===== src/rtl/rpn_calc_core.sv =====
// rpn_calc_core: token-driven RPN evaluator with an operand stack and registered outputs.
// Define RPN_CALC_DIV_EN to build the iterative divider (opcode 3); otherwise opcode 3 is illegal.
module rpn_calc_core #(
  parameter int unsigned DATA_W = 8,
  parameter int unsigned DEPTH  = 8
) (
  input  logic              clk,
  input  logic              rst,
  input  logic              start,
  input  logic              tok_valid,
  output logic              tok_ready,
  input  logic              tok_is_op,
  input  logic [DATA_W-1:0] tok_data,
  output logic              busy,
  output logic              done,
  output logic [DATA_W-1:0] result,
  output logic [2:0]        err
);

  localparam int unsigned IDX_W = $clog2(DEPTH);
  localparam int unsigned CNT_W = IDX_W + 1;

  localparam logic [2:0] S_IDLE   = 3'd0;
  localparam logic [2:0] S_FETCH  = 3'd1;
  localparam logic [2:0] S_EXEC   = 3'd2;
  localparam logic [2:0] S_FINISH = 3'd4;
  localparam logic [2:0] S_FAIL   = 3'd5;

  localparam logic [2:0] OP_ADD = 3'd0;
  localparam logic [2:0] OP_SUB = 3'd1;
  localparam logic [2:0] OP_MUL = 3'd2;
  localparam logic [2:0] OP_END = 3'd4;

`ifdef RPN_CALC_DIV_EN
  localparam logic [2:0] S_DIV  = 3'd3;
  localparam logic [2:0] OP_DIV = 3'd3;
  localparam int unsigned DIV_CNT_W = $clog2(DATA_W);
`endif

  logic [2:0]        state, state_d;
  logic [CNT_W-1:0]  count, count_d;
  logic [DATA_W-1:0] a_r, a_d, b_r, b_d;
  logic [1:0]        op_r, op_d;
  logic [DATA_W-1:0] result_d;
  logic [2:0]        err_d;
  logic              done_d, busy_d, ready_d;
  logic [DATA_W-1:0] top, below, alu;
  logic              push_en;
  logic [IDX_W-1:0]  push_idx;
  logic [DATA_W-1:0] push_val;

  logic [DATA_W-1:0] stack [DEPTH];

`ifdef RPN_CALC_DIV_EN
  logic [DATA_W-1:0]    quo, quo_d, rem, rem_d;
  logic [DIV_CNT_W-1:0] div_cnt, div_cnt_d;
  logic [DATA_W:0]      shift, diff;
`endif

  assign top   = stack[IDX_W'(count - CNT_W'(1))];
  assign below = stack[IDX_W'(count - CNT_W'(2))];

  // Write-back value for the operator captured at accept time
  always_comb begin
    alu = '0;
    case (op_r)
      2'd0:    alu = a_r + b_r;
      2'd1:    alu = a_r - b_r;
      2'd2:    alu = a_r * b_r;
`ifdef RPN_CALC_DIV_EN
      default: alu = quo;
`else
      default: alu = '0;
`endif
    endcase
  end

  // Next-state and next-output logic
  always_comb begin
    state_d  = state;
    count_d  = count;
    a_d      = a_r;
    b_d      = b_r;
    op_d     = op_r;
    result_d = result;
    err_d    = err;
    push_en  = 1'b0;
    push_idx = IDX_W'(count);
    push_val = tok_data;
`ifdef RPN_CALC_DIV_EN
    quo_d     = quo;
    rem_d     = rem;
    div_cnt_d = div_cnt;
    shift     = {rem, quo[DATA_W-1]};
    diff      = shift - {1'b0, b_r};
`endif

    case (state)
      S_IDLE: begin
        if (start) begin
          count_d  = '0;
          result_d = '0;
          err_d    = '0;
          state_d  = S_FETCH;
        end
      end

      S_FETCH: begin
        if (tok_valid && tok_ready) begin
          if (!tok_is_op) begin
            if (count == CNT_W'(DEPTH)) begin
              err_d[0] = 1'b1;
              state_d  = S_FAIL;
            end else begin
              push_en = 1'b1;
              count_d = count + CNT_W'(1);
            end
          end else begin
            case (tok_data[2:0])
              OP_ADD, OP_SUB, OP_MUL: begin
                if (count < CNT_W'(2)) begin
                  err_d[1] = 1'b1;
                  state_d  = S_FAIL;
                end else begin
                  a_d     = below;
                  b_d     = top;
                  op_d    = tok_data[1:0];
                  state_d = S_EXEC;
                end
              end
`ifdef RPN_CALC_DIV_EN
              OP_DIV: begin
                if (count < CNT_W'(2)) begin
                  err_d[1] = 1'b1;
                  state_d  = S_FAIL;
                end else begin
                  b_d       = top;
                  quo_d     = below;
                  rem_d     = '0;
                  div_cnt_d = '0;
                  op_d      = 2'd3;
                  state_d   = S_DIV;
                end
              end
`endif
              OP_END: begin
                if (count == CNT_W'(1)) begin
                  result_d = top;
                  state_d  = S_FINISH;
                end else begin
                  err_d[1] = 1'b1;
                  state_d  = S_FAIL;
                end
              end
              default: begin
                err_d[0] = 1'b1;
                state_d  = S_FAIL;
              end
            endcase
          end
        end
      end

      // Pop two, push one: result lands where operand A sat
      S_EXEC: begin
        push_en  = 1'b1;
        push_idx = IDX_W'(count - CNT_W'(2));
        push_val = alu;
        count_d  = count - CNT_W'(1);
        state_d  = S_FETCH;
      end

`ifdef RPN_CALC_DIV_EN
      // One restoring step per cycle; quotient bits shift in from the right
      S_DIV: begin
        if (b_r == '0) begin
          err_d[2] = 1'b1;
          state_d  = S_FAIL;
        end else begin
          if (!diff[DATA_W]) begin
            rem_d = diff[DATA_W-1:0];
            quo_d = {quo[DATA_W-2:0], 1'b1};
          end else begin
            rem_d = shift[DATA_W-1:0];
            quo_d = {quo[DATA_W-2:0], 1'b0};
          end
          div_cnt_d = div_cnt + DIV_CNT_W'(1);
          if (div_cnt == DIV_CNT_W'(DATA_W - 1)) state_d = S_EXEC;
        end
      end
`endif

      S_FINISH: state_d = S_IDLE;
      S_FAIL:   state_d = S_IDLE;
      default:  state_d = S_IDLE;
    endcase

    if (state_d == S_FAIL) result_d = '0;
    done_d  = (state_d == S_FINISH) || (state_d == S_FAIL);
    busy_d  = (state_d != S_IDLE);
    ready_d = (state_d == S_FETCH);
  end

  // State and registered outputs
  always_ff @(posedge clk or posedge rst) begin
    if (rst) begin
      state     <= S_IDLE;
      count     <= '0;
      a_r       <= '0;
      b_r       <= '0;
      op_r      <= '0;
      result    <= '0;
      err       <= '0;
      done      <= 1'b0;
      busy      <= 1'b0;
      tok_ready <= 1'b0;
`ifdef RPN_CALC_DIV_EN
      quo       <= '0;
      rem       <= '0;
      div_cnt   <= '0;
`endif
    end else begin
      state     <= state_d;
      count     <= count_d;
      a_r       <= a_d;
      b_r       <= b_d;
      op_r      <= op_d;
      result    <= result_d;
      err       <= err_d;
      done      <= done_d;
      busy      <= busy_d;
      tok_ready <= ready_d;
`ifdef RPN_CALC_DIV_EN
      quo       <= quo_d;
      rem       <= rem_d;
      div_cnt   <= div_cnt_d;
`endif
    end
  end

  // Stack storage needs no reset; count alone defines validity
  always_ff @(posedge clk) begin
    if (push_en) stack[push_idx] <= push_val;
  end

endmodule


===== config.mk =====
export PLATFORM = sky130hd
export DESIGN_NAME = rpn_calc_core
export DESIGN_NICKNAME = d
export VERILOG_FILES = /design/src/rtl/rpn_calc_core.sv
export SDC_FILE = /design/constraint.sdc
export NUM_CORES = 1
export LEC_CHECK = 0
export CAP_MARGIN = 20
export CORE_ASPECT_RATIO = 0.9
export CORE_MARGIN = 4
export CORE_UTILIZATION = 45
export DETAILED_ROUTE_END_ITERATION = 7
export GPL_ROUTABILITY_DRIVEN = 0
export PLACE_DENSITY = 0.71
export SETUP_SLACK_MARGIN = 0.5
export SYNTH_ARGS = -nofsm -noshare
export SYNTH_HDL_FRONTEND = slang
export SYNTH_SLANG_ARGS = --single-unit

===== constraint.sdc =====
create_clock -name clk -period 4.8 [get_ports clk]
set_clock_uncertainty 0.1 [all_clocks]
set_input_delay 1.44 -clock clk [delete_from_list [all_inputs] [get_ports clk]]
set_output_delay 1.44 -clock clk [all_outputs]
set_load 0.03 [all_outputs]

==> results of run 1 <==
per-layer routing:
metal / track usage, % / up-vias / share of wire [%]
li1: - / 1937 / -
met1: 26.45 / 2124 / 44
met2: 29.99 / 122 / 50
met3: 2.365 / 11 / 5.2
met4: 4.462 / 0 / 1.2
met5: 0 / - / 0
flip-flops by register name, summed over array words and instances, names as in the netlist:
signal and count:
done 1, b_r 8, tok_ready 1, op_r 2, stack 64, err 2
a_r 8, count 4, state 3, busy 1, result 8
worst max-delay path: cells and delay by family, from the launching register on:
family | cells | cell delay, ns
AOI/OAI and AO/OA | 2 | 0.55
xor gates and xnor gates | 2 | 0.27
adders and majority gates | 5 | 2.20
buffers and inverters | 3 | 0.18
DFF | 1 | 0.42
and+or+nand+nor | 2 | 0.20
placed cells by master (no fill, tap or decap), drive strengths merged, types with 2 or more instances in the layout:
master	synthesis	final
nor3	8	8
o221ai	3	3
a21o	3	3
a21oi	17	17
clkdlybuf4s50	0	25
xnor2	25	25
bufinv	0	2
dfrtp	38	38
o21ai	32	32
edfxtp	64	64
nor2b	5	5
nand2b	2	2
mux2	9	9
mux2i	17	17
fa	13	13
or3	2	2
a32oi	2	2
clkbuf	16	11
xor2	4	4
o21a	4	4
nor3b	2	2
and3	2	2
buf	8	24
and2	12	12
mux4	32	32
nand2	55	55
a31oi	11	11
nand3	4	4
clkinv	1	2
inv	43	44
ha	31	31
nor2	48	48
worst max-delay path by stage:
stage                   to  slack [ns]
6_report       stack[3][7]        0.62
5_1_grt        stack[3][7]        0.49
4_1_cts        stack[3][7]        0.50
3_5_place_dp   stack[6][7]        0.31
3_3_place_gp   stack[7][7]        0.42
2_1_floorplan  stack[0][7]        0.63
cell usage after synthesis (2+ instances only):
library cell                n
sky130_fd_sc_hd__a21oi_1   16
sky130_fd_sc_hd__mux2_2     9
sky130_fd_sc_hd__ha_1      31
sky130_fd_sc_hd__mux4_2    32
sky130_fd_sc_hd__clkbuf_1  16
sky130_fd_sc_hd__nor3_1     8
sky130_fd_sc_hd__o221ai_1   3
sky130_fd_sc_hd__a21o_1     3
sky130_fd_sc_hd__nand2_1   55
sky130_fd_sc_hd__nor2b_1    5
sky130_fd_sc_hd__nor2_1    46
sky130_fd_sc_hd__edfxtp_1  64
sky130_fd_sc_hd__nor2_4     2
sky130_fd_sc_hd__dfrtp_1   38
sky130_fd_sc_hd__and2_1    11
sky130_fd_sc_hd__a32oi_1    2
sky130_fd_sc_hd__fa_1      13
sky130_fd_sc_hd__o21a_1     4
sky130_fd_sc_hd__mux2i_1   17
sky130_fd_sc_hd__o21ai_4    2
sky130_fd_sc_hd__nand3_1    4
sky130_fd_sc_hd__inv_1     43
sky130_fd_sc_hd__nand2b_1   2
sky130_fd_sc_hd__buf_2      5
sky130_fd_sc_hd__a31oi_1   11
sky130_fd_sc_hd__o21ai_0   29
sky130_fd_sc_hd__xor2_1     4
sky130_fd_sc_hd__and3_1     2
sky130_fd_sc_hd__xnor2_1   25
what timing repair did:
action                                  in CTS  in global routing
buffers inserted                             3                  3
resized for setup                            8                 10
endpoints found under the setup margin      16                 16
pin swaps                                    1                  5
cells by family (layout without fill, tap and decap cells):
family / after synthesis / count (layout) / synth area share, %
buffers and inverters: 68 / 109 / 4.395
muxes: 58 / 58 / 15.99
adders and majority gates: 44 / 44 / 10.44
DFF: 102 / 102 / 46.29
AOI/OAI and AO/OA: 81 / 81 / 8.428
other: 1 / 1 / 0.06043
and+or+nand+nor: 141 / 141 / 10.30
xor gates and xnor gates: 29 / 29 / 4.093
stage by stage:
step                      total power (µW)  util, %  instance area (µm²)  std cells
after global routing                  5440    53.02                 7112        733
after detailed placement              4140    49.92                 6695        711
final                                 5062    53.02                 7112        733
after CTS                             4988    52.64                 7061        730
after global placement                4051    49.92                 6695        711
after floorplan                       3431        -                 6206        524
report_power, final:
part	internal [µW]	switching, µW	total (µW)
registers	1110	209	1320
logic	1320	1640	2960
clock network	473	315	787
layout make-up:
cell class,instances,share of cell area (%)
Inverter,44,2.322
Tap cell,168,2.956
Clock buffer,11,3.413
Timing Repair Buffer,49,6.052
Clock inverter,5,1.144
Sequential cell,102,40.53
Multi-Input combinational cell,354,43.58
==> flow_summary.html, run 1 <==
<table>
<tr><th>Metric</th><th>Value</th></tr>
<tr><th colspan="2">Routing</th></tr>
<tr><td>Routed wire length per instance</td><td>19.10 µm</td></tr>
<tr><td>Total via count after detailed routing</td><td>4194</td></tr>
<tr><td>First-pass DRT Iterations</td><td>5</td></tr>
<tr><td>Drt via density</td><td>roughly 5.7</td></tr>
<tr><td>Routed Wire Length</td><td>14.00 mm</td></tr>
<tr><td>Iter 0 DRT Violations</td><td>approximately 500</td></tr>
<tr><td>Post-route antenna net violation count</td><td>0</td></tr>
<tr><td>DRC</td><td>0</td></tr>
<tr><th colspan="2">Global routing</th></tr>
<tr><td>Largest net degree at the start of global routing</td><td>40</td></tr>
<tr><td>Leftover overflow at the end of global routing</td><td>0</td></tr>
<tr><td>Number of antenna violations at the first check in global routing</td><td>0</td></tr>
<tr><td>Aggregate global-route resource usage</td><td>a little under a fifth</td></tr>
<tr><td>Global-route wire length before repair</td><td>around 23 mm</td></tr>
<tr><td>Via count of the first global-routing pass</td><td>4131</td></tr>
<tr><th colspan="2">CTS</th></tr>
<tr><td>CTS tree</td><td>done</td></tr>
<tr><td>TritonCTS sink count</td><td>102</td></tr>
<tr><td>Bufs on Longest Clock Path</td><td>2</td></tr>
<tr><td>CTS root buf</td><td>sky130_fd_sc_hd__clkbuf_16</td></tr>
<tr><td>Clock transition at the registers of the reported paths</td><td>0.07 ns</td></tr>
<tr><td>Clock latency at the later pin of the worst-skew pair</td><td>approximately 0.34 ns</td></tr>
<tr><td>H-tree lvl count</td><td>3</td></tr>
<tr><td>Quantity of hold-fixing buffers added after cts</td><td>0</td></tr>
<tr><td>Clock buffers created by TritonCTS</td><td>9</td></tr>
<tr><th colspan="2">Placed design</th></tr>
<tr><td>Total of buffers placed on input and output ports</td><td>25</td></tr>
<tr><td>Worst slack at placement</td><td>0.3114 ns</td></tr>
<tr><td>Post-detail-place hpwl</td><td>10.29 mm</td></tr>
<tr><th colspan="2">Timing</th></tr>
<tr><td>Minimum setup slack in the final design</td><td>between 0.6 and 0.7 ns</td></tr>
<tr><td>Slew at the pin closest to its max-slew limit</td><td>1.043 ns</td></tr>
<tr><td>Final worst path period share</td><td>87.05%</td></tr>
<tr><td>Finish-stage setup viols</td><td>0</td></tr>
<tr><td>Achievable Freq</td><td>0.2393 GHz</td></tr>
<tr><td>TNS Setup</td><td>0 ns</td></tr>
<tr><td>Number of hold violations in the final report</td><td>0</td></tr>
<tr><td>Min cycle time layout</td><td>4.179 ns</td></tr>
<tr><td>Unrepaired setup endpoints after global routing</td><td>false</td></tr>
<tr><td>Final-layout worst hold slack</td><td>0.4054 ns</td></tr>
<tr><td>Final Max Slew Viols</td><td>0</td></tr>
<tr><td>Worst slew margin relative to its limit</td><td>slightly below 30%</td></tr>
<tr><th colspan="2">Worst hold path</th></tr>
<tr><td>Min-Delay Path Class</td><td>reg -&gt; reg</td></tr>
<tr><td>Hold path start</td><td>result[1]</td></tr>
<tr><td>Number of instances on the worst hold path</td><td>1</td></tr>
<tr><td>Worst min-delay path endpoint</td><td>result[1]</td></tr>
<tr><th colspan="2">Worst setup path</th></tr>
<tr><td>WP data required</td><td>4.77 ns</td></tr>
<tr><td>Endpoint of the worst register-to-register path</td><td>stack[3][7]</td></tr>
<tr><td>Worst endpoint data arrival time</td><td>4.15 ns</td></tr>
<tr><td>Worst setup EP type</td><td>register</td></tr>
<tr><td>Max incr delay on CP</td><td>about 0.54 ns</td></tr>
<tr><td>Classification of the worst setup path</td><td>reg -&gt; reg</td></tr>
<tr><td>Worst R2R Start</td><td>a_r[1]</td></tr>
<tr><td>Reg2reg setup slack</td><td>0.62 ns</td></tr>
<tr><td>Startpoint of the worst setup timing path</td><td>a_r[1]</td></tr>
<tr><td>Startpoint Class</td><td>register</td></tr>
<tr><td>Critical-path cell with the highest stage delay</td><td>sky130_fd_sc_hd__fa_1</td></tr>
<tr><td>Depth of the worst register-to-register path</td><td>14</td></tr>
<tr><td>Biggest fanout along the worst timing path</td><td>8</td></tr>
<tr><td>Critical-path cell list</td><td>nand2_1 &gt; fa_2 &gt; fa_1 &gt; inv_1 &gt; fa_1 &gt; inv_1 &gt; fa_1 &gt; inv_1 &gt; ha_4 &gt; a21oi_2 &gt; xnor2_1 &gt; xnor2_1 &gt; a221oi_2 &gt; nor2_4</td></tr>
<tr><th colspan="2">Floorplan</th></tr>
<tr><td>Initial Utilization</td><td>46.27%</td></tr>
<tr><td>Boundary Pins</td><td>27</td></tr>
<tr><td>DIE WIDTH</td><td>131.8 µm</td></tr>
<tr><td>DIE HEIGHT</td><td>119.4 µm</td></tr>
<tr><td>Number of placement rows</td><td>40</td></tr>
<tr><td>Full die area</td><td>15740 µm²</td></tr>
<tr><td>Area of the placeable core</td><td>13410 µm²</td></tr>
<tr><th colspan="2">Power</th></tr>
<tr><td>Maximum resistive drop on vdd</td><td>0.3377 mV</td></tr>
<tr><td>Power density cells</td><td>approximately 710 nW/µm²</td></tr>
<tr><td>Leakage power of the design</td><td>0.002843 µW</td></tr>
<tr><th colspan="2">Yosys</th></tr>
<tr><td>Yosys cell types</td><td>51</td></tr>
<tr><td>Yosys warning total</td><td>0</td></tr>
<tr><td>EDFF count, synth</td><td>64</td></tr>
<tr><td>Cell area after technology mapping</td><td>just over 6000 µm²</td></tr>
<tr><td>Dominant cells by area after synthesis</td><td>sky130_fd_sc_hd__edfxtp_1 31%, sky130_fd_sc_hd__dfrtp_1 15%, sky130_fd_sc_hd__mux4_2 12%, sky130_fd_sc_hd__ha_1 6.3%, sky130_fd_sc_hd__fa_1 4.2%</td></tr>
<tr><td>Area leader, netlist</td><td>sky130_fd_sc_hd__edfxtp_1</td></tr>
<tr><td>Cell count after synthesis</td><td>524</td></tr>
<tr><td>Sequential cell area fraction in the yosys report</td><td>46.29%</td></tr>
<tr><td>Average cell area after synthesis</td><td>11.84 µm²</td></tr>
<tr><td>Proportion of netlist area held by the largest area contributor</td><td>30.97%</td></tr>
<tr><td>Post-synth net total</td><td>just under 600</td></tr>
<tr><td>Top FF cell, synth</td><td>sky130_fd_sc_hd__edfxtp_1</td></tr>
<tr><td>Async set or reset register ratio after synthesis</td><td>~37%</td></tr>
<tr><td>Flip-flop and latch count after synthesis</td><td>102</td></tr>
<tr><th colspan="2">Finish</th></tr>
<tr><td>Register cell area after layout</td><td>a little under 3000 µm²</td></tr>
<tr><td>Inserted Diodes</td><td>0</td></tr>
<tr><td>Fraction of final layout cells sized beyond drive strength 1</td><td>19.12%</td></tr>
<tr><td>Area occupied by multi-input gates</td><td>3099 µm²</td></tr>
<tr><td>Number of nets in the finished design</td><td>617</td></tr>
<tr><td>Synth-to-Final Area Change</td><td>14.60%</td></tr>
<tr><td>Number of fill cells</td><td>1124</td></tr>
<tr><th colspan="2">Run status</th></tr>
<tr><td>Status</td><td>finished clean</td></tr>
<tr><th colspan="2">Run</th></tr>
<tr><td>Count of maximum capacitance violations</td><td>0</td></tr>
</table>
Note: power is estimated with default switching activity, not from simulation.
==> run 2: changes to the inputs <==
--- a/config.mk
+++ b/config.mk
@@ -8,10 +8,10 @@
 export CAP_MARGIN = 20
 export CORE_ASPECT_RATIO = 0.9
 export CORE_MARGIN = 4
-export CORE_UTILIZATION = 45
+export CORE_UTILIZATION = 60
 export DETAILED_ROUTE_END_ITERATION = 7
 export GPL_ROUTABILITY_DRIVEN = 0
-export PLACE_DENSITY = 0.71
+export PLACE_DENSITY = 0.88
 export SETUP_SLACK_MARGIN = 0.5
 export SYNTH_ARGS = -nofsm -noshare
 export SYNTH_HDL_FRONTEND = slang
==> flow_summary.html, run 2 (synthesis gave the netlist of run 1 again) <==
<table>
<tr><th>Metric</th><th>Value</th></tr>
<tr><th colspan="2">Run status</th></tr>
<tr><td>Status</td><td>finished clean</td></tr>
<tr><th colspan="2">Worst setup path</th></tr>
<tr><td>Reg2reg setup slack</td><td>0.62 ns (about the same)</td></tr>
<tr><td>Critical-path cell list</td><td>nand2_2 &gt; fa_2 &gt; fa_1 &gt; inv_1 &gt; fa_1 &gt; inv_1 &gt; fa_1 &gt; inv_1 &gt; ha_4 &gt; a21oi_4 &gt; xnor2_2 &gt; xnor2_1 &gt; a221oi_2 &gt; nor2_4</td></tr>
<tr><td>Worst setup EP type</td><td>register</td></tr>
<tr><td>Critical-path cell with the highest stage delay</td><td>sky130_fd_sc_hd__fa_1</td></tr>
<tr><td>Number of buffer and inverter stages on the critical path</td><td>3 (unchanged)</td></tr>
<tr><td>Startpoint Class</td><td>register</td></tr>
<tr><td>WP data required</td><td>4.78 ns (about the same)</td></tr>
<tr><td>Worst endpoint data arrival time</td><td>4.15 ns (about the same)</td></tr>
<tr><td>CP delay by family, top</td><td>adder cells</td></tr>
<tr><td>Classification of the worst setup path</td><td>reg -&gt; reg</td></tr>
<tr><td>Biggest fanout along the worst timing path</td><td>8 (unchanged)</td></tr>
<tr><td>Max incr delay on CP</td><td>0.54 ns (about the same)</td></tr>
<tr><th colspan="2">CTS</th></tr>
<tr><td>Quantity of hold-fixing buffers added after cts</td><td>0 (unchanged)</td></tr>
<tr><td>H-tree lvl count</td><td>3 (unchanged)</td></tr>
<tr><td>CTS root buf</td><td>sky130_fd_sc_hd__clkbuf_16</td></tr>
<tr><td>CTS tree</td><td>done</td></tr>
<tr><td>Clock buffers created by TritonCTS</td><td>9 (unchanged)</td></tr>
<tr><td>TritonCTS sink count</td><td>102 (unchanged)</td></tr>
<tr><td>Bufs on Longest Clock Path</td><td>2 (unchanged)</td></tr>
<tr><td>Clock transition at the registers of the reported paths</td><td>0.07 ns (about the same)</td></tr>
<tr><td>Clock latency at the later pin of the worst-skew pair</td><td>0.35 ns (about the same)</td></tr>
<tr><th colspan="2">Global routing</th></tr>
<tr><td>Number of antenna violations at the first check in global routing</td><td>0 (unchanged)</td></tr>
<tr><td>Largest net degree at the start of global routing</td><td>39 (-2.5%)</td></tr>
<tr><td>Global-route wire length before repair</td><td>22.94 mm (+0.57%)</td></tr>
<tr><td>Aggregate global-route resource usage</td><td>24.88% (+6.5 points)</td></tr>
<tr><td>Via count of the first global-routing pass</td><td>4373 (+5.9%)</td></tr>
<tr><td>Leftover overflow at the end of global routing</td><td>0 (unchanged)</td></tr>
<tr><th colspan="2">Routing</th></tr>
<tr><td>Routed wire length per instance</td><td>21.03 µm (+10%)</td></tr>
<tr><td>Routed Wire Length</td><td>14.47 mm (+3.3%)</td></tr>
<tr><td>Top layer used by detailed routing</td><td>met4</td></tr>
<tr><td>First-pass DRT Iterations</td><td>5 (unchanged)</td></tr>
<tr><td>Metal3 WL</td><td>1.118 mm (+53%)</td></tr>
<tr><td>Post-route antenna net violation count</td><td>0 (unchanged)</td></tr>
<tr><td>Routed length on met2</td><td>7.287 mm (+5.0%)</td></tr>
<tr><td>Total via count after detailed routing</td><td>4282 (+2.1%)</td></tr>
<tr><td>Drt via density</td><td>6.224 (+8.8%)</td></tr>
<tr><td>Wire length the detailed router placed on met1</td><td>5.608 mm (-8.9%)</td></tr>
<tr><td>Iter 0 DRT Violations</td><td>426 (-13%)</td></tr>
<tr><td>DRC</td><td>0 (unchanged)</td></tr>
<tr><th colspan="2">Worst hold path</th></tr>
<tr><td>Min-Delay Path Class</td><td>reg -&gt; reg</td></tr>
<tr><th colspan="2">Power</th></tr>
<tr><td>Proportion of total power due to net switching</td><td>44.23% (+1.5 points)</td></tr>
<tr><td>Maximum resistive drop on vdd</td><td>0.4951 mV (+47%)</td></tr>
<tr><td>Internal Pwr Total</td><td>2811 µW (-3.0%)</td></tr>
<tr><td>Leakage power of the design</td><td>0.002832 µW (-0.41%)</td></tr>
<tr><td>Switching power total</td><td>2229 µW (+3.1%)</td></tr>
<tr><td>Clock network fraction of total power</td><td>14.5% (-1.1 points)</td></tr>
<tr><td>Combinational share of power</td><td>59.0% (+0.6 points)</td></tr>
<tr><td>Power density cells</td><td>716.4 nW/µm² (+0.65%)</td></tr>
<tr><td>Portion of total power attributed to sequential cells</td><td>26.5% (+0.5 points)</td></tr>
<tr><td>Total power of the final layout</td><td>5041 µW (-0.43%)</td></tr>
<tr><th colspan="2">Timing</th></tr>
<tr><td>Unrepaired setup endpoints after global routing</td><td>false</td></tr>
<tr><td>TNS Setup</td><td>0 ns (unchanged)</td></tr>
<tr><td>Final-layout worst hold slack</td><td>0.4115 ns (+0.006156 ns)</td></tr>
<tr><td>Slew at the pin closest to its max-slew limit</td><td>1.095 ns (+0.05180 ns)</td></tr>
<tr><td>Achievable Freq</td><td>0.2393 GHz (about the same)</td></tr>
<tr><td>Worst slew margin relative to its limit</td><td>26.22% (-3.5 points)</td></tr>
<tr><td>Number of hold violations in the final report</td><td>0 (unchanged)</td></tr>
<tr><td>Final Max Slew Viols</td><td>0 (unchanged)</td></tr>
<tr><td>Finish-stage setup viols</td><td>0 (unchanged)</td></tr>
<tr><td>Final worst path period share</td><td>87.05% (about the same)</td></tr>
<tr><td>Minimum setup slack in the final design</td><td>0.6214 ns (-0.00003600 ns)</td></tr>
<tr><td>Min cycle time layout</td><td>4.179 ns (+0.00003600 ns)</td></tr>
<tr><th colspan="2">Finish</th></tr>
<tr><td>Number of fill cells</td><td>656 (-42%)</td></tr>
<tr><td>Most frequent standard cell in the layout excluding fill and tap cells</td><td>sky130_fd_sc_hd__edfxtp_1</td></tr>
<tr><td>Area occupied by multi-input gates</td><td>3110 µm² (+0.36%)</td></tr>
<tr><td>Fraction of final layout cells sized beyond drive strength 1</td><td>18.86% (-0.25 points)</td></tr>
<tr><td>Register cell area after layout</td><td>2883 µm² (unchanged)</td></tr>
<tr><td>Inserted Diodes</td><td>0 (unchanged)</td></tr>
<tr><td>Synth-to-Final Area Change</td><td>13.37%</td></tr>
<tr><td>Leading cell types in the layout, fill and taps excluded</td><td>64 x sky130_fd_sc_hd__edfxtp_1, 54 x sky130_fd_sc_hd__nand2_1, 45 x sky130_fd_sc_hd__nor2_1</td></tr>
<tr><td>Number of nets in the finished design</td><td>614 (-0.49%)</td></tr>
<tr><td>Number of flip-flops in the largest register</td><td>64 (unchanged)</td></tr>
<tr><td>Largest register by flop count</td><td>stack</td></tr>
<tr><th colspan="2">Floorplan</th></tr>
<tr><td>DIE HEIGHT</td><td>104.5 µm (-12%)</td></tr>
<tr><td>DIE WIDTH</td><td>115.2 µm (-13%)</td></tr>
<tr><td>Number of placement rows</td><td>34 (-15%)</td></tr>
<tr><td>Full die area</td><td>12040 µm² (-24%)</td></tr>
<tr><td>Boundary Pins</td><td>27 (unchanged)</td></tr>
<tr><td>Area of the placeable core</td><td>9869 µm² (-26%)</td></tr>
<tr><td>Initial Utilization</td><td>62.88% (+17 points)</td></tr>
<tr><th colspan="2">Placed design</th></tr>
<tr><td>Worst slack at placement</td><td>0.2715 ns (-0.03988 ns)</td></tr>
<tr><td>Post-detail-place hpwl</td><td>9.911 mm (-3.7%)</td></tr>
<tr><td>Total of buffers placed on input and output ports</td><td>25 (unchanged)</td></tr>
<tr><th colspan="2">Run</th></tr>
<tr><td>Count of maximum capacitance violations</td><td>0 (unchanged)</td></tr>
</table>
run 2: power groups by stage:
stage	registers, µW	clock network [µW]	logic [µW]
after floorplan	1310	0	2130
after global placement	1320	0	2700
after detailed placement	1340	0	2790
after CTS	1320	741	2850
after global routing	1360	777	3240
final	1340	730	2970
run 2: routing by layer:
metal / track usage, % / up-vias
met3: 4.421 / 40
li1: - / 1934
met2: 40.66 / 195
met5: 0 / -
met4: 10.31 / 0
met1: 32.72 / 2113
run 2: metrics by stage:
stage | utilization [%] | instances | area (µm²)
floorplan | - | 524 | 6206
global placement | 67.08 | 666 | 6620
detailed placement | 67.08 | 666 | 6620
CTS | 70.39 | 682 | 6947
global route | 71.29 | 688 | 7036
finish | 71.29 | 688 | 7036
run 2: path summary, 6_finish.rpt:
kind	from	to	cells past startpoint
max	b_r[2]	stack[0][7]	14
min	result[5]	result[5]	1
max reg2reg	b_r[2]	stack[0][7]	14
min reg2reg	result[5]	result[5]	1
min in group asynchronous	rst	tok_ready	3
max in group asynchronous	rst	b_r[4]	3
run 2: worst reg2reg max path, stage by stage, from the launching register on:
cell                       delay, ns
sky130_fd_sc_hd__dfrtp_2        0.46
sky130_fd_sc_hd__nand2_2        0.09
sky130_fd_sc_hd__fa_2           0.40
sky130_fd_sc_hd__fa_1           0.54
sky130_fd_sc_hd__inv_1          0.05
sky130_fd_sc_hd__fa_1           0.47
sky130_fd_sc_hd__inv_1          0.05
sky130_fd_sc_hd__fa_1           0.52
sky130_fd_sc_hd__inv_1          0.06
sky130_fd_sc_hd__ha_4           0.26
sky130_fd_sc_hd__a21oi_4        0.16
sky130_fd_sc_hd__xnor2_2        0.09
sky130_fd_sc_hd__xnor2_1        0.18
sky130_fd_sc_hd__a221oi_2       0.35
sky130_fd_sc_hd__nor2_4         0.12
run 2: cell type report:
| cell class | instances | share of cell area [%] |
|---|---|---|
| multi-input combinational | 354 | 44.21 |
| inverter | 44 | 2.347 |
| clock inverter | 7 | 1.227 |
| clock buffer | 9 | 3.201 |
| tap | 126 | 2.241 |
| timing repair buffer | 46 | 5.798 |
| sequential | 102 | 40.97 |
run 2: what timing repair did:
action,CTS,global route
gates resized for setup,7,12
pin swaps,1,6
buffers inserted,0,6
setup endpoints to repair,8,8
==> run 3: changes to the inputs <==
--- a/config.mk
+++ b/config.mk
@@ -5,13 +5,16 @@
 export SDC_FILE = /design/constraint.sdc
 export NUM_CORES = 1
 export LEC_CHECK = 0
-export CAP_MARGIN = 20
+export CAP_MARGIN = 40
+export CELL_PAD_IN_SITES_DETAIL_PLACEMENT = 0
+export CELL_PAD_IN_SITES_GLOBAL_PLACEMENT = 1
 export CORE_ASPECT_RATIO = 0.9
 export CORE_MARGIN = 4
-export CORE_UTILIZATION = 60
+export CORE_UTILIZATION = 50
 export DETAILED_ROUTE_END_ITERATION = 7
 export GPL_ROUTABILITY_DRIVEN = 0
-export PLACE_DENSITY = 0.88
+export GPL_TIMING_DRIVEN = 1
+export PLACE_DENSITY = 0.89
 export SETUP_SLACK_MARGIN = 0.5
 export SYNTH_ARGS = -nofsm -noshare
 export SYNTH_HDL_FRONTEND = slang
==> flow_summary.html, run 3 (synthesis gave the netlist of run 1 again) <==
<table>
<tr><th>Metric</th><th>Value</th></tr>
<tr><th colspan="2">Power</th></tr>
<tr><td>Power density cells</td><td>697.7 nW/µm² (-2.6%)</td></tr>
<tr><td>Leakage power of the design</td><td>0.002881 µW (+1.7%)</td></tr>
<tr><td>Maximum resistive drop on vdd</td><td>0.2670 mV (-46%)</td></tr>
<tr><th colspan="2">Finish</th></tr>
<tr><td>Synth-to-Final Area Change</td><td>15.46%</td></tr>
<tr><td>Total non-filler cell area in the finished layout</td><td>7166 µm² (+1.8%)</td></tr>
<tr><td>Final instance count without filler cells</td><td>731 (+6.3%)</td></tr>
<tr><td>Number of fill cells</td><td>993 (+51%)</td></tr>
<tr><td>Most frequent standard cell in the layout excluding fill and tap cells</td><td>sky130_fd_sc_hd__edfxtp_1</td></tr>
<tr><td>Largest register by flop count</td><td>stack</td></tr>
<tr><td>Number of flip-flops in the largest register</td><td>64 (unchanged)</td></tr>
<tr><td>Fraction of final layout cells sized beyond drive strength 1</td><td>21.02% (+2.2 points)</td></tr>
<tr><td>Number of nets in the finished design</td><td>623 (+1.5%)</td></tr>
<tr><td>Inserted Diodes</td><td>0 (unchanged)</td></tr>
<tr><td>Leading cell types in the layout, fill and taps excluded</td><td>64 x sky130_fd_sc_hd__edfxtp_1, 52 x sky130_fd_sc_hd__nand2_1, 45 x sky130_fd_sc_hd__nor2_1</td></tr>
<tr><td>Share of the core filled with cells</td><td>59.33% (-12 points)</td></tr>
<tr><th colspan="2">Timing</th></tr>
<tr><td>Finish-stage setup viols</td><td>0 (unchanged)</td></tr>
<tr><td>Minimum setup slack in the final design</td><td>0.6209 ns (-0.0005250 ns)</td></tr>
<tr><td>Final Max Slew Viols</td><td>0 (unchanged)</td></tr>
<tr><td>Achievable Freq</td><td>0.2393 GHz (about the same)</td></tr>
<tr><td>Min cycle time layout</td><td>4.179 ns (+0.0005250 ns)</td></tr>
<tr><td>Final worst path period share</td><td>87.06% (about the same)</td></tr>
<tr><td>Unrepaired setup endpoints after global routing</td><td>false</td></tr>
<tr><td>Worst slew margin relative to its limit</td><td>40.43% (+14 points)</td></tr>
<tr><td>Slew at the pin closest to its max-slew limit</td><td>0.8935 ns (-0.2016 ns)</td></tr>
<tr><td>Number of hold violations in the final report</td><td>0 (unchanged)</td></tr>
<tr><td>TNS Setup</td><td>0 ns (unchanged)</td></tr>
<tr><th colspan="2">Routing</th></tr>
<tr><td>Drt via density</td><td>5.761 (-7.4%)</td></tr>
<tr><td>First-pass DRT Iterations</td><td>5 (unchanged)</td></tr>
<tr><td>Total via count after detailed routing</td><td>4211 (-1.7%)</td></tr>
<tr><td>Post-route antenna net violation count</td><td>0 (unchanged)</td></tr>
<tr><td>Routed wire length per instance</td><td>19.06 µm (-9.4%)</td></tr>
<tr><td>DRC</td><td>0 (unchanged)</td></tr>
<tr><td>Iter 0 DRT Violations</td><td>413 (-3.1%)</td></tr>
<tr><td>Routed Wire Length</td><td>13.93 mm (-3.7%)</td></tr>
<tr><th colspan="2">Worst setup path</th></tr>
<tr><td>Biggest fanout along the worst timing path</td><td>8 (unchanged)</td></tr>
<tr><td>Max incr delay on CP</td><td>0.56 ns (+0.02 ns)</td></tr>
<tr><td>Worst setup EP type</td><td>register</td></tr>
<tr><td>Classification of the worst setup path</td><td>reg -&gt; reg</td></tr>
<tr><td>Critical-path cell with the highest stage delay</td><td>sky130_fd_sc_hd__fa_2</td></tr>
<tr><td>Depth of the worst register-to-register path</td><td>15 (+1)</td></tr>
<tr><td>Startpoint Class</td><td>register</td></tr>
<tr><td>Critical-path cell list</td><td>nand2_2 &gt; fa_2 &gt; inv_1 &gt; ha_1 &gt; ha_1 &gt; inv_1 &gt; fa_1 &gt; inv_1 &gt; ha_1 &gt; a21o_1 &gt; a21oi_4 &gt; xnor2_2 &gt; xnor2_1 &gt; a221oi_2 &gt; nor2_2</td></tr>
<tr><td>WP data required</td><td>4.76 ns (-0.02 ns)</td></tr>
<tr><td>Worst endpoint data arrival time</td><td>4.14 ns (about the same)</td></tr>
<tr><th colspan="2">CTS</th></tr>
<tr><td>Clock latency at the later pin of the worst-skew pair</td><td>0.34 ns (about the same)</td></tr>
<tr><td>Clock transition at the registers of the reported paths</td><td>0.07 ns (about the same)</td></tr>
<tr><td>CTS root buf</td><td>sky130_fd_sc_hd__clkbuf_16</td></tr>
<tr><td>H-tree lvl count</td><td>3 (unchanged)</td></tr>
<tr><td>CTS tree</td><td>done</td></tr>
<tr><td>Clock buffers created by TritonCTS</td><td>9 (unchanged)</td></tr>
<tr><td>TritonCTS sink count</td><td>102 (unchanged)</td></tr>
<tr><td>Bufs on Longest Clock Path</td><td>2 (unchanged)</td></tr>
<tr><td>Quantity of hold-fixing buffers added after cts</td><td>0 (unchanged)</td></tr>
<tr><th colspan="2">Worst hold path</th></tr>
<tr><td>Min-Delay Path Class</td><td>reg -&gt; reg</td></tr>
<tr><td>Number of instances on the worst hold path</td><td>1 (unchanged)</td></tr>
<tr><th colspan="2">Placed design</th></tr>
<tr><td>Placed cell count</td><td>708 (+6.3%)</td></tr>
<tr><td>Total of buffers placed on input and output ports</td><td>25 (unchanged)</td></tr>
<tr><td>Post-detail-place hpwl</td><td>10.57 mm (+6.6%)</td></tr>
<tr><td>Dpl cell area</td><td>6738 µm² (+1.8%)</td></tr>
<tr><td>Worst slack at placement</td><td>0.1883 ns (-0.08324 ns)</td></tr>
<tr><th colspan="2">Floorplan</th></tr>
<tr><td>Number of placement rows</td><td>38 (+12%)</td></tr>
<tr><td>Boundary Pins</td><td>27 (unchanged)</td></tr>
<tr><td>DIE WIDTH</td><td>125.4 µm (+8.9%)</td></tr>
<tr><td>Initial Utilization</td><td>51.39% (-11 points)</td></tr>
<tr><td>Area of the placeable core</td><td>12080 µm² (+22%)</td></tr>
<tr><td>Full die area</td><td>14260 µm² (+18%)</td></tr>
<tr><td>DIE HEIGHT</td><td>113.7 µm (+8.8%)</td></tr>
<tr><th colspan="2">Global routing</th></tr>
<tr><td>Number of antenna violations at the first check in global routing</td><td>0 (unchanged)</td></tr>
<tr><td>Via count of the first global-routing pass</td><td>4144 (-5.2%)</td></tr>
<tr><td>Aggregate global-route resource usage</td><td>20.02% (-4.9 points)</td></tr>
<tr><td>Largest net degree at the start of global routing</td><td>40 (+2.6%)</td></tr>
<tr><td>Leftover overflow at the end of global routing</td><td>0 (unchanged)</td></tr>
<tr><td>Global-route wire length before repair</td><td>22.37 mm (-2.5%)</td></tr>
<tr><th colspan="2">Run</th></tr>
<tr><td>Count of maximum capacitance violations</td><td>0 (unchanged)</td></tr>
<tr><th colspan="2">Run status</th></tr>
<tr><td>Status</td><td>finished clean</td></tr>
</table>
[run 3: cell types whose count changed in the layout (fill, tap and decap cells not counted), moves of 2 or more]
cell                      change
sky130_fd_sc_hd__buf_4        +6
sky130_fd_sc_hd__inv_4        +2
sky130_fd_sc_hd__buf_2        +2
sky130_fd_sc_hd__inv_6        +2
sky130_fd_sc_hd__nand2_1      -2
sky130_fd_sc_hd__nand2_2      +2
[run 3: path summary, 6_finish.rpt]
path	startpoint	endpoint	slack (ns)
min in group asynchronous	rst	state[0]	1.29
hold / removal	result[4]	result[4]	0.41
setup / recovery	b_r[2]	stack[6][7]	0.62
setup reg to reg	b_r[2]	stack[6][7]	0.62
hold reg to reg	result[4]	result[4]	0.41
max in group asynchronous	rst	b_r[4]	2.60
[run 3: report_power, final]
| group | leakage, µW | internal (µW) | switching, µW | total (µW) |
|---|---|---|---|---|
| clock network | 0.000149 | 381 | 335 | 716 |
| registers | 0.00105 | 1110 | 210 | 1320 |
| logic | 0.00168 | 1360 | 1610 | 2970 |
| total | 0.00288 | 2850 | 2150 | 5000 |
[run 3: through the flow]
step	hold WS [ns]	total power [µW]
final	0.4091	4999
after global routing	0.4323	5367
after CTS	0.4135	4913
after detailed placement	0.3969	4148
after global placement	0.3872	4084
after floorplan	0.3915	3431
[run 3: layer usage]
metal / wire, µm / vias up / part of all wire [%] / track usage [%]
li1: - / 1952 / - / -
met5: 0 / - / 0 / 0
met2: 7118 / 111 / 51 / 34.14
met1: 5905 / 2132 / 42 / 27.32
met3: 702 / 16 / 5.0 / 3.137
met4: 204 / 0 / 1.5 / 4.769
[run 3: worst max-delay path: cells and delay by family (launching register included)]
kind / cells / cell delay [ns]
compound gates: 3 / 0.75
xor+xnor: 2 / 0.22
fa+ha+maj: 5 / 2.01
buf+inv: 3 / 0.13
flops: 1 / 0.46
simple gates: 2 / 0.24
[run 3: final cells by class]
cell class	count	area [µm²]	share of cell area [%]
Clock inverter	6	62.56	0.8731
Clock buffer	10	239.0	3.335
Inverter	44	170.2	2.375
Multi-Input combinational cell	354	3120	43.55
Tap cell	160	200.2	2.794
Sequential cell	102	2883	40.23
Timing Repair Buffer	55	490.5	6.845
[run 3: timing repair]
action / CTS / global route
setup endpoints to repair: 8 / 8
endpoints found under the hold margin: 0 / 0
pin swaps: 2 / 9
resized for setup: 11 / 14
setup buffers: 2 / 5
